`config.mk`:
```
export PLATFORM = sky130hd
export DESIGN_NAME = ym_reg_sequencer_flat
export DESIGN_NICKNAME = d
export VERILOG_FILES = /design/src/rtl/ym_reg_sequencer_pkg.sv /design/src/rtl/ym_reg_sequencer_if.sv /design/src/rtl/ym_reg_sequencer_init_rom.sv /design/src/rtl/ym_reg_sequencer.sv /design/src/flat_wrapper.sv
export SDC_FILE = /design/constraint.sdc
export NUM_CORES = 1
export LEC_CHECK = 0
export ABC_AREA = 1
export CORE_MARGIN = 4
export CORE_UTILIZATION = 55
export DETAILED_ROUTE_END_ITERATION = 8
export DONT_BUFFER_PORTS = 1
export GPL_TIMING_DRIVEN = 0
export PLACE_DENSITY = 0.78
export SKIP_CTS_REPAIR_TIMING = 1
export SLEW_MARGIN = 20
export SYNTH_ARGS = -nofsm -noshare
export SYNTH_HDL_FRONTEND = slang
export SYNTH_HIERARCHICAL = 1
export SYNTH_SLANG_ARGS = --single-unit
export TNS_END_PERCENT = 20
```
`constraint.sdc`:
```
create_clock -name clk_in -period 2.95 [get_ports clk_in]
set_clock_uncertainty 0.05 [all_clocks]
set_input_delay 0.1475 -clock clk_in [delete_from_list [all_inputs] [get_ports clk_in]]
set_output_delay 0.1475 -clock clk_in [all_outputs]
set_load 0.005 [all_outputs]
```
`src/rtl/ym_reg_sequencer_pkg.sv`:
```
// Shared types and constants for the jt12 register-write sequencer:
// FSM state encoding, table entry layout and OPN register addresses.
package ym_seq_pkg;

  typedef enum logic [3:0] {
    S_IDLE  = 4'd0,
    S_FETCH = 4'd1,
    S_LATCH = 4'd2,
    S_POLL  = 4'd3,
    S_WADDR = 4'd4,
    S_RELA  = 4'd5,
    S_WDATA = 4'd6,
    S_RELD  = 4'd7,
    S_GAP   = 4'd8,
    S_FIN   = 4'd9
  } seq_state_e;

  // Table entry layout: {last, a1, reg[7:0], val[7:0]}
  localparam int ENT_LAST   = 17;
  localparam int ENT_A1     = 16;
  localparam int ENT_REG_HI = 15;
  localparam int ENT_REG_LO = 8;
  localparam int ENT_VAL_HI = 7;
  localparam int ENT_VAL_LO = 0;

  // Register addresses of the FM core
  localparam logic [7:0] REG_DTMUL    = 8'h30;
  localparam logic [7:0] REG_TL       = 8'h40;
  localparam logic [7:0] REG_KSAR     = 8'h50;
  localparam logic [7:0] REG_DR       = 8'h60;
  localparam logic [7:0] REG_SR       = 8'h70;
  localparam logic [7:0] REG_SLRR     = 8'h80;
  localparam logic [7:0] REG_SSGEG    = 8'h90;
  localparam logic [7:0] REG_FNUM_LO  = 8'hA0;
  localparam logic [7:0] REG_FNUM_HI  = 8'hA4;
  localparam logic [7:0] REG_FBCN     = 8'hB0;
  localparam logic [7:0] REG_KON      = 8'h28;
  localparam logic [7:0] REG_PRESCALE = 8'h27;
  localparam logic [7:0] REG_SSG_MIX  = 8'h07;

  // Pack one table entry
  function automatic logic [17:0] make_entry(input logic last, input logic a1,
                                             input logic [7:0] r, input logic [7:0] v);
    return {last, a1, r, v};
  endfunction

endpackage

```
`src/rtl/ym_reg_sequencer_if.sv`:
```
// Chip bus between the sequencer (master) and the jt12 core (slave).
interface ym_reg_sequencer_if;
  logic       cs_n;
  logic       wr_n;
  logic [1:0] addr;
  logic [7:0] din;
  logic [7:0] dout;

  modport master (output cs_n, output wr_n, output addr, output din, input dout);
  modport slave  (input cs_n, input wr_n, input addr, input din, output dout);
endinterface

```
`src/rtl/ym_reg_sequencer_init_rom.sv`:
```
// Default initialisation table for the FM core. Synchronous read: data
// follows the address by one clock, independent of the chip clock enable.
module ym_init_rom
  import ym_seq_pkg::*;
#(
  parameter int DEPTH = 16
) (
  input  logic                     clk_in,
  input  logic                     rst_n,
  input  logic [$clog2(DEPTH)-1:0] addr,
  output logic [17:0]              data
);

  logic [17:0] data_r;

  // Table contents; unused rows read as zero
  function automatic logic [17:0] rom_word(input logic [7:0] idx);
    logic [17:0] w;
    case (idx)
      8'd0:    w = make_entry(1'b0, 1'b0, REG_PRESCALE, 8'h3B);
      8'd1:    w = make_entry(1'b0, 1'b0, REG_SSG_MIX,  8'h38);
      8'd2:    w = make_entry(1'b0, 1'b0, REG_FBCN,     8'h07);
      8'd3:    w = make_entry(1'b0, 1'b0, REG_DTMUL,    8'h01);
      8'd4:    w = make_entry(1'b0, 1'b0, REG_TL,       8'h00);
      8'd5:    w = make_entry(1'b0, 1'b0, REG_KSAR,     8'h1F);
      8'd6:    w = make_entry(1'b0, 1'b0, REG_DR,       8'h00);
      8'd7:    w = make_entry(1'b0, 1'b0, REG_SR,       8'h00);
      8'd8:    w = make_entry(1'b0, 1'b0, REG_SLRR,     8'h00);
      8'd9:    w = make_entry(1'b0, 1'b0, REG_SSGEG,    8'h00);
      8'd10:   w = make_entry(1'b0, 1'b0, REG_FNUM_HI,  8'h24);
      8'd11:   w = make_entry(1'b0, 1'b0, REG_FNUM_LO,  8'h0F);
      8'd12:   w = make_entry(1'b1, 1'b0, REG_KON,      8'h10);
      default: w = 18'd0;
    endcase
    return w;
  endfunction

  // Registered table read
  always_ff @(posedge clk_in) begin
    if (!rst_n) begin
      data_r <= 18'd0;
    end else begin
      data_r <= rom_word(8'(addr));
    end
  end

  assign data = data_r;

endmodule

```
`src/rtl/ym_reg_sequencer.sv`:
```
// Table-driven register-write sequencer for the jt12 bus. Walks the table
// from entry 0 on start, issuing an address-phase / data-phase write pair
// per entry, optionally waiting for busy to clear, with an idle gap between
// entries. All bus and status outputs are registers updated on cen cycles;
// each state drives its own bus levels, so a strobe appears one cen-cycle
// after the state that produces it is entered.
module ym_reg_sequencer
  import ym_seq_pkg::*;
#(
  parameter int DEPTH    = 16,
  parameter int SETUP    = 1,
  parameter int GAP      = 32,
  parameter int USE_BUSY = 1,
  parameter int TIMEOUT  = 255,
  parameter int USE_ROM  = 1
) (
  input  logic                     clk_in,
  input  logic                     rst_n,
  input  logic                     cen,
  input  logic                     start,
  output logic [$clog2(DEPTH)-1:0] tbl_addr,
  input  logic [17:0]              tbl_data,
  ym_reg_sequencer_if.master       bus,
  output logic                     running,
  output logic                     done,
  output logic                     err,
  output logic [$clog2(DEPTH):0]   wr_count
);

  localparam int              AW         = $clog2(DEPTH);
  localparam logic [3:0]      SETUP_LAST = 4'(SETUP - 1);
  localparam logic [15:0]     GAP_LAST   = 16'(GAP - 1);
  localparam bit              GAP_ZERO   = (GAP == 0);
  localparam logic [15:0]     POLL_LAST  = 16'(TIMEOUT - 1);
  localparam logic [AW-1:0]   ADDR_LAST  = AW'(DEPTH - 1);
  localparam bit              BUSY_EN    = (USE_BUSY != 0);
  localparam logic [AW:0]     CNT_ONE    = (AW + 1)'(1);

  seq_state_e     state_r;
  logic [17:0]    entry_r;
  logic [3:0]     setup_cnt_r;
  logic [15:0]    gap_cnt_r;
  logic [15:0]    poll_cnt_r;
  logic           cs_n_r;
  logic           wr_n_r;
  logic [1:0]     addr_r;
  logic [7:0]     din_r;
  logic [AW-1:0]  tbl_addr_r;
  logic           running_r;
  logic           done_r;
  logic           err_r;
  logic [AW:0]    wr_count_r;

  logic [17:0]    rom_data_s;
  logic [17:0]    tbl_sel_s;
  logic           unused_dout_s;

  ym_init_rom #(.DEPTH(DEPTH)) u_rom (
    .clk_in (clk_in),
    .rst_n  (rst_n),
    .addr   (tbl_addr_r),
    .data   (rom_data_s)
  );

  // Entries come from the built-in ROM or from an external table
  assign tbl_sel_s     = (USE_ROM != 0) ? rom_data_s : tbl_data;
  assign unused_dout_s = ^bus.dout[6:0];

  // Sequencer FSM with counters and registered bus/status outputs
  always_ff @(posedge clk_in) begin
    if (!rst_n) begin
      state_r     <= S_IDLE;
      entry_r     <= 18'd0;
      setup_cnt_r <= 4'd0;
      gap_cnt_r   <= 16'd0;
      poll_cnt_r  <= 16'd0;
      cs_n_r      <= 1'b1;
      wr_n_r      <= 1'b1;
      addr_r      <= 2'd0;
      din_r       <= 8'd0;
      tbl_addr_r  <= '0;
      running_r   <= 1'b0;
      done_r      <= 1'b0;
      err_r       <= 1'b0;
      wr_count_r  <= '0;
    end else if (cen) begin
      case (state_r)
        S_IDLE: begin
          cs_n_r <= 1'b1;
          wr_n_r <= 1'b1;
          if (start) begin
            tbl_addr_r <= '0;
            wr_count_r <= '0;
            done_r     <= 1'b0;
            err_r      <= 1'b0;
            running_r  <= 1'b1;
            state_r    <= S_FETCH;
          end
        end
        S_FETCH: begin
          state_r <= S_LATCH;
        end
        S_LATCH: begin
          entry_r     <= tbl_sel_s;
          setup_cnt_r <= 4'd0;
          poll_cnt_r  <= 16'd0;
          state_r     <= BUSY_EN ? S_POLL : S_WADDR;
        end
        S_POLL: begin
          cs_n_r <= 1'b0;
          wr_n_r <= 1'b1;
          addr_r <= {entry_r[ENT_A1], 1'b0};
          if (!bus.dout[7]) begin
            state_r <= S_WADDR;
          end else if (poll_cnt_r == POLL_LAST) begin
            err_r   <= 1'b1;
            state_r <= S_FIN;
          end else begin
            poll_cnt_r <= poll_cnt_r + 16'd1;
          end
        end
        S_WADDR: begin
          cs_n_r <= 1'b0;
          wr_n_r <= 1'b0;
          addr_r <= {entry_r[ENT_A1], 1'b0};
          din_r  <= entry_r[ENT_REG_HI:ENT_REG_LO];
          if (setup_cnt_r == SETUP_LAST) begin
            setup_cnt_r <= 4'd0;
            state_r     <= S_RELA;
          end else begin
            setup_cnt_r <= setup_cnt_r + 4'd1;
          end
        end
        S_RELA: begin
          wr_n_r  <= 1'b1;
          state_r <= S_WDATA;
        end
        S_WDATA: begin
          wr_n_r <= 1'b0;
          addr_r <= {entry_r[ENT_A1], 1'b1};
          din_r  <= entry_r[ENT_VAL_HI:ENT_VAL_LO];
          if (setup_cnt_r == SETUP_LAST) begin
            setup_cnt_r <= 4'd0;
            state_r     <= S_RELD;
          end else begin
            setup_cnt_r <= setup_cnt_r + 4'd1;
          end
        end
        S_RELD: begin
          wr_n_r     <= 1'b1;
          addr_r[0]  <= 1'b0;
          wr_count_r <= wr_count_r + CNT_ONE;
          gap_cnt_r  <= 16'd0;
          // The last row ends the walk even without its last bit: no wrap
          if (entry_r[ENT_LAST] || (tbl_addr_r == ADDR_LAST)) begin
            state_r <= S_FIN;
          end else begin
            state_r <= S_GAP;
          end
        end
        S_GAP: begin
          cs_n_r <= 1'b1;
          if (GAP_ZERO || (gap_cnt_r == GAP_LAST)) begin
            tbl_addr_r <= tbl_addr_r + AW'(1);
            state_r    <= S_FETCH;
          end else begin
            gap_cnt_r <= gap_cnt_r + 16'd1;
          end
        end
        S_FIN: begin
          cs_n_r    <= 1'b1;
          wr_n_r    <= 1'b1;
          running_r <= 1'b0;
          done_r    <= 1'b1;
          state_r   <= S_IDLE;
        end
        default: begin
          state_r <= S_IDLE;
        end
      endcase
    end
  end

  assign bus.cs_n = cs_n_r;
  assign bus.wr_n = wr_n_r;
  assign bus.addr = addr_r;
  assign bus.din  = din_r;
  assign tbl_addr = tbl_addr_r;
  assign running  = running_r;
  assign done     = done_r;
  assign err      = err_r;
  assign wr_count = wr_count_r;

endmodule

```
`src/flat_wrapper.sv`:
```
// flat-port wrapper written by rule: the top's interface ports become plain ports
module ym_reg_sequencer_flat import ym_seq_pkg::*;
#(
  parameter int DEPTH    = 16,
  parameter int SETUP    = 1,
  parameter int GAP      = 32,
  parameter int USE_BUSY = 1,
  parameter int TIMEOUT  = 255,
  parameter int USE_ROM  = 1
)
  (clk_in, rst_n, cen, start, tbl_addr, tbl_data, running, done, err, wr_count, bus_cs_n, bus_wr_n, bus_addr, bus_din, bus_dout);
  ym_reg_sequencer_if bus_i ();
  input  logic clk_in;
  input  logic rst_n;
  input  logic cen;
  input  logic start;
  output logic [$clog2(DEPTH)-1:0] tbl_addr;
  input  logic [17:0] tbl_data;
  output logic running;
  output logic done;
  output logic err;
  output logic [$clog2(DEPTH):0] wr_count;
  output wire logic [$bits(bus_i.cs_n)-1:0] bus_cs_n;
  output wire logic [$bits(bus_i.wr_n)-1:0] bus_wr_n;
  output wire logic [$bits(bus_i.addr)-1:0] bus_addr;
  output wire logic [$bits(bus_i.din)-1:0] bus_din;
  input wire logic [$bits(bus_i.dout)-1:0] bus_dout;
  assign bus_cs_n = bus_i.cs_n;
  assign bus_wr_n = bus_i.wr_n;
  assign bus_addr = bus_i.addr;
  assign bus_din = bus_i.din;
  assign bus_i.dout = bus_dout;
  ym_reg_sequencer #(.DEPTH(DEPTH), .SETUP(SETUP), .GAP(GAP), .USE_BUSY(USE_BUSY), .TIMEOUT(TIMEOUT), .USE_ROM(USE_ROM)) u_core (.clk_in(clk_in), .rst_n(rst_n), .cen(cen), .start(start), .tbl_addr(tbl_addr), .tbl_data(tbl_data), .bus(bus_i), .running(running), .done(done), .err(err), .wr_count(wr_count));
endmodule
```
After elaboration in Yosys (flattened, before gate mapping)
Memory sizes are Yosys's and may differ from the RTL's. A register that Yosys moved wholly into a read port is not among the register bits.
Cells that the tools add are included.
{ "totals": {"ff_bits": 100, "latchBits": 0, "mem_bits_rw": 0, "mem_bits_ro": 240, "input_bits": 30, "out_inout_bits": 24, "memories": 1} }
{ "memory_table": {"columns": ["name", "words", "word_bits", "read_ports", "rd_clocked_by_memory_dff", "write_ports", "line", "rtl"], "rows": [
  ["(name not given)", 16, 15, 1, 1, 0, "ym_reg_sequencer_init_rom.sv:19", "case (idx)"]
]} }
{ "classes": {"addsub": 5, "multipliers": 0, "n_div": 0, "magnitude_cmp": 0, "n_eq_ne": 21, "shift": 0, "muxes": 31, "bitwise_logic": 0, "n_reduce_logical": 35} }
{ "op_table": {"columns": ["operator", "count"], "rows": [
  ["$pmux 16 s2", 2],
  ["$mux 16", 3],
  ["$mux 4", 9],
  ["$pmux 4 s9", 1],
  ["$add 16x1->16 const B", 2],
  ["$reduce_bool 2->1", 11],
  ["$eq 16x5->1 const B", 1],
  ["$eq 16x8->1 const B", 1],
  ["$eq 4x3->1 const B", 4],
  ["$pmux 4 s2", 2],
  ["$pmux 8 s2", 1],
  ["$reduce_and 2->1", 7],
  ["$eq 4x4->1 const B", 3],
  ["$pmux 1 s2", 6],
  ["$pmux 5 s2", 1],
  ["$reduce_and 3->1", 3],
  ["$reduce_or 3->1", 3],
  ["$add 4x1->4 const B", 2],
  ["$eq 4x2->1 const B", 2],
  ["$logic_not 4->1", 2],
  ["$ne 2x1->1 const B", 4],
  ["$ne 2x2->1 const B", 4],
  ["$reduce_and 4->1", 2],
  ["$reduce_and 6->1", 1],
  ["other kinds (10)", 15]
]} }

Longest topological paths before layout
{ "depth": {"depth_word": 4, "mapped_depth": 11} }

Cells and area by module
The synthesis kept the hierarchy.
{ "modules_own_cells": {"columns": ["mod", "instances", "cells_per_inst", "area_per_inst_um2", "seq_area_each_um2"], "rows": [
  ["ym_reg_sequencer", 1, 643, 4261.6, 1641.6],
  ["ym_init_rom", 1, 65, 484.2, 240.2]
]} }

Worst setup path after synthesis
OpenSTA, ideal clock, no wires.
{ "synth_path": {"path_type": "reg-to-reg", "start": "register u_core.gap_cnt_r[0]", "end": "register u_core.gap_cnt_r[5]", "setup_time_ns": 0.070, "arrival_time_ns": 1.515, "slack_ns": 1.315, "path_stages_with_launch": 11, "n_path_buf": 1, "synth_period_minus_slack_ns": 1.635, "path_cell_list": "dfxtp_1 > ha_1 > nand2_1 > inv_1 > nand2_1 > nor2_1 > nand3_2 > nand2_2 > buf_6 > nand2_1 > a21oi_1"} }
{ "synth_via": {"elab_chain_cells": 3, "elab_cells_between_ends": 6, "classes_between": "add/sub: 1; eq/ne: 2; mux: 2; reduce/logical: 1"} }
{ "synth_lines": {"columns": ["element", "line", "rtl"], "rows": [
  ["start: declaration", "ym_reg_sequencer.sv:42", "logic [15:0] gap_cnt_r;"],
  ["start signal: assignment", "ym_reg_sequencer.sv:167", "gap_cnt_r <= gap_cnt_r + 16'd1;"],
  ["$add 16x1->16 or $eq 16x5->1 (tied branches)", "ym_reg_sequencer.sv:167, ym_reg_sequencer.sv:163", null],
  ["$mux 16 or $ne 2x2->1 (tied branches)", null, null],
  ["$pmux 16 s2 or $reduce_and 3->1 (tied branches)", null, null]
]} }
Parallel ways exist; a longest one is shown, timed or not. The select of a mux whose other input is x is not followed.
A chain may end at the register's enable or synchronous reset.

Worst setup path in the final report
Same ends and word-level chain as after synthesis.

==> flow_metrics.env <==
export IMPL_status="complete, no violations"
export IMPL_final_common_cell="nand2_1"
export IMPL_grt_pass1_wl_um=19000
export IMPL_pwr_share_clk_pct=30.7
export IMPL_p_comb_share_pct=16.1
export IMPL_finalNonFillerCells=832
export IMPL_r2r_start="u_core/gap_cnt_r[0]"
export IMPL_tns_ns=0
export IMPL_min_path_type="input pin to register"
export IMPL_critPathKind="register to register"
export IMPL_p_per_area_mw_per_mm2=516
export IMPL_intPower_mw=1.78
export IMPL_clkTransAtPathRegs_ns=0.10
export IMPL_crit_fanout=10
export IMPL_path_buf_inv=2
export IMPL_clk_latency_ns=0.36
export IMPL_grt_usage_pct=22.9
export IMPL_final_util_pct=61.2
export IMPL_num_vias=4517
export IMPL_final_cell_mix="nand2_1, dfxtp_1, nor2_1"
export IMPL_synth_area_mux_share_pct=0
export IMPL_drtIter0Drc=294
export IMPL_cts_tree="yes"
export IMPL_fin_crit_ns=1.94
export IMPL_sequentialPowerShare_pct=53.1
export IMPL_switchingPower_mw=0.836
export IMPL_maxSlewViolCount=0
export IMPL_grt_antenna_before_repair=0
export IMPL_antenna_cells=0
export IMPL_routed_wirelength_um=11300
export IMPL_peakVddDrop_mv=0.269
export IMPL_setup_viol=0
export IMPL_maxCapViolations=0
export IMPL_p_sw_share_pct=31.9
export IMPL_yosysSeqAreaShare_pct=39.7
export IMPL_cts_root_buf="clkbuf_8"
export IMPL_finalNetCount=759
export IMPL_initial_core_util_pct=57.2
export IMPL_placementRows=33
export IMPL_synthAdderAreaFrac_pct=1.85
export IMPL_cts_path_max_buffers=2
export IMPL_synth_top_family_by_area="simple AND/OR/NAND/NOR gates"
export IMPL_ios=54
export IMPL_avgSynthCellArea_um2=6.70
export IMPL_dp_hpwl_um=8180
export IMPL_syn_to_final_growth_pct=7.01
export IMPL_fin_ws_ns=1.01
export IMPL_max_freq_mhz=516
export IMPL_coreArea_mm2=0.00830
export IMPL_die_area_mm2=0.0102
export IMPL_die_x_um=101
export IMPL_netlist_area_mm2=0.00475
export IMPL_clock_sinks=94
export IMPL_grt_pass1_vias=4151
export IMPL_drc=0
export IMPL_numCtsBuffers=9
export IMPL_cp_data_arrival_time_ns=2.18
export IMPL_reg2regPathDepth=10
export IMPL_netlist_instances=708
export IMPL_grt_max_degree=18
export IMPL_drt_pass1_iterations=5
export IMPL_cp_required_ns=3.19
export IMPL_hp_start="rst_n"
export IMPL_crit_path_start_kind="register"
export IMPL_synth_xor_xnor_area_share_pct=1.29
export IMPL_path_common_cell="nand2_1"
export IMPL_port_buffers=0
export IMPL_drive_gt1_share_pct=7.84
export IMPL_drt_wirelength_per_cell_um=13.5
export IMPL_slowest_stage="dfxtp_1"
export IMPL_dp_slack_ns=1.03
export IMPL_vias_per_cell=5.43
export IMPL_hold_path_depth=4
export IMPL_synth_ff_latch_count=94
export IMPL_fin_crit_sh_pct=65.7
export IMPL_placed_cells_incl_taps=815
export IMPL_hold_end="u_core/setup_cnt_r[3]"
export IMPL_synth_simple_area_share_pct=32.3
export IMPL_timing_rr_end="u_core/gap_cnt_r[5]"
export IMPL_global_route_overflow_total=0
export IMPL_final_antenna_net_count=0
export IMPL_gp_congestion=0.903
export IMPL_hold_viol=0
export IMPL_r2r_setup_slack_ns=1.01
export IMPL_slew_limit_headroom_pct=57.7
export IMPL_htree_num_levels=3
export IMPL_leakage_nw=2.07
export IMPL_tightest_slew_ns=0.634
export IMPL_grt_setup_unrepaired="no"
export IMPL_cpPeakStageDelay_ns=0.38
export IMPL_critPathCaptureType="register"
export IMPL_die_y_um=101
export IMPL_yosys_warnings=21
export IMPL_crit_family="simple AND/OR/NAND/NOR gates"
export IMPL_synth_compound_area_share_pct=14.8
export IMPL_synth_cell_types=38
export IMPL_crit_path_cell_trace="ha_1 -> nand2_1 -> inv_1 -> nand2_1 -> nor2_1 -> nand3_2 -> nand2_2 -> buf_6 -> nand2_1 -> a21oi_1"
-- per-layer routing --
metal	vias to the layer above	wire length (um)	global-route usage, %	share of wire, %
li1	2311	-	-	-
met4	0	123	7.46	1.1
met3	11	686	3.53	6.1
met2	133	5090	36.1	45
met1	2062	5360	32.0	48
met5	-	0	0	0
-- metrics by stage --
| step | hold WS [ns] | total power, mW | instance area (um2) |
|---|---|---|---|
| final | 0.0151 | 2.62 | 5080 |
| after global routing | 0.0454 | 2.76 | 5080 |
| after CTS | -0.148 | 2.63 | 5070 |
| after detailed placement | 0.244 | 1.83 | 4880 |
| after global placement | 0.239 | 1.82 | 4880 |
| after floorplan | 0.227 | 1.72 | 4750 |
-- sequential cells by signal, indices dropped and copies added (netlist names) --
register            flops
u_core/poll_cnt_r      16
u_core/bus.din          8
u_core/bus.cs_n         1
u_core/entry_r         18
u_core/done             1
u_core/running          1
u_core/bus.wr_n         1
u_core/state_r          4
u_core/gap_cnt_r       16
u_core/tbl_addr         4
u_core/bus.addr         2
u_core/u_rom/data      12
u_core/setup_cnt_r      4
u_core/wr_count         5
u_core/err              1
-- cell type report --
type	count	area, um2
Buffer	25	138
Clock buffer	10	128
Clock inverter	6	56.3
Fill cell	769	3220
Inverter	90	338
Multi-Input combinational cell	501	2400
Sequential cell	94	1880
Tap cell	105	131
Timing Repair Buffer	1	10.0
-- power by group through the flow --
stage	clock (mW)	sequential (mW)	combinational, mW
3_3_place_gp	0	1.42	0.403
5_1_grt	0.882	1.40	0.476
3_5_place_dp	0	1.42	0.409
4_1_cts	0.827	1.39	0.412
6_report	0.805	1.39	0.423
2_1_floorplan	0	1.41	0.317
-- how the worst max path moves through the flow --
stage,from,to,slack (ns),cells after the start
floorplan,u_core/gap_cnt_r[0],u_core/gap_cnt_r[5],1.32,10
global placement,u_core/gap_cnt_r[0],u_core/gap_cnt_r[13],1.04,10
detailed placement,u_core/gap_cnt_r[0],u_core/gap_cnt_r[1],1.03,10
CTS,u_core/gap_cnt_r[0],u_core/gap_cnt_r[1],1.00,10
global route,u_core/gap_cnt_r[0],u_core/gap_cnt_r[5],0.78,10
finish,u_core/gap_cnt_r[0],u_core/gap_cnt_r[5],1.01,10
-- worst reg2reg max path, delay by kind of cell, from the launching register on --
kind                       cells  cell delay (ns)
adders and majority gates      1             0.18
DFF                            1             0.38
and+or+nand+nor                6             0.84
buffers and inverters          2             0.29
AOI/OAI and AO/OA              1             0.13
-- synthesized netlist by cell type --
| cell type | count | area (um2) |
|---|---|---|
| ha_1 | 7 | 87.6 |
| nand2_2 | 6 | 37.5 |
| xor2_1 | 6 | 52.6 |
| o21bai_1 | 6 | 45.0 |
| o21ai_2 | 2 | 17.5 |
| buf_2 | 5 | 25.0 |
| nor3_4 | 1 | 16.3 |
| dfxtp_1 | 94 | 1880 |
| nor2_2 | 4 | 25.0 |
| and3_1 | 3 | 18.8 |
| conb_1 | 1 | 3.75 |
| o22ai_1 | 9 | 56.3 |
| nand3_2 | 1 | 10.0 |
| o21a_1 | 1 | 7.51 |
| inv_2 | 10 | 37.5 |
| inv_1 | 80 | 300 |
| a31oi_1 | 2 | 12.5 |
| clkbuf_1 | 12 | 45.0 |
| a21oi_4 | 1 | 16.3 |
| nand4_1 | 17 | 106 |
| nor2_4 | 1 | 11.3 |
| buf_6 | 2 | 22.5 |
| nor3b_1 | 2 | 15.0 |
| nand3b_1 | 1 | 7.51 |
| a21oi_1 | 70 | 350 |
| nor3_2 | 1 | 10.0 |
| nor2_1 | 84 | 315 |
| xnor2_1 | 1 | 8.76 |
| buf_4 | 6 | 45.0 |
| or2_2 | 1 | 6.26 |
| o21ai_0 | 35 | 175 |
| nor4_1 | 1 | 6.26 |
| a21oi_2 | 1 | 8.76 |
| nor3_1 | 5 | 25.0 |
| nand3_1 | 55 | 275 |
| o21ai_1 | 1 | 5.00 |
| nand2_1 | 172 | 646 |
| o211a_1 | 1 | 10.0 |
-- logic make-up after synthesis --
| group | Yosys count |
|---|---|
| adder cells (fa/ha/maj) | 7 |
| other | 1 |
| AO/OA/AOI/OAI | 129 |
| flip-flops | 94 |
| AND/OR/NAND/NOR | 355 |
| buffers and inverters | 115 |
| XOR/XNOR | 7 |
Note: power is estimated with default switching activity, not from simulation.
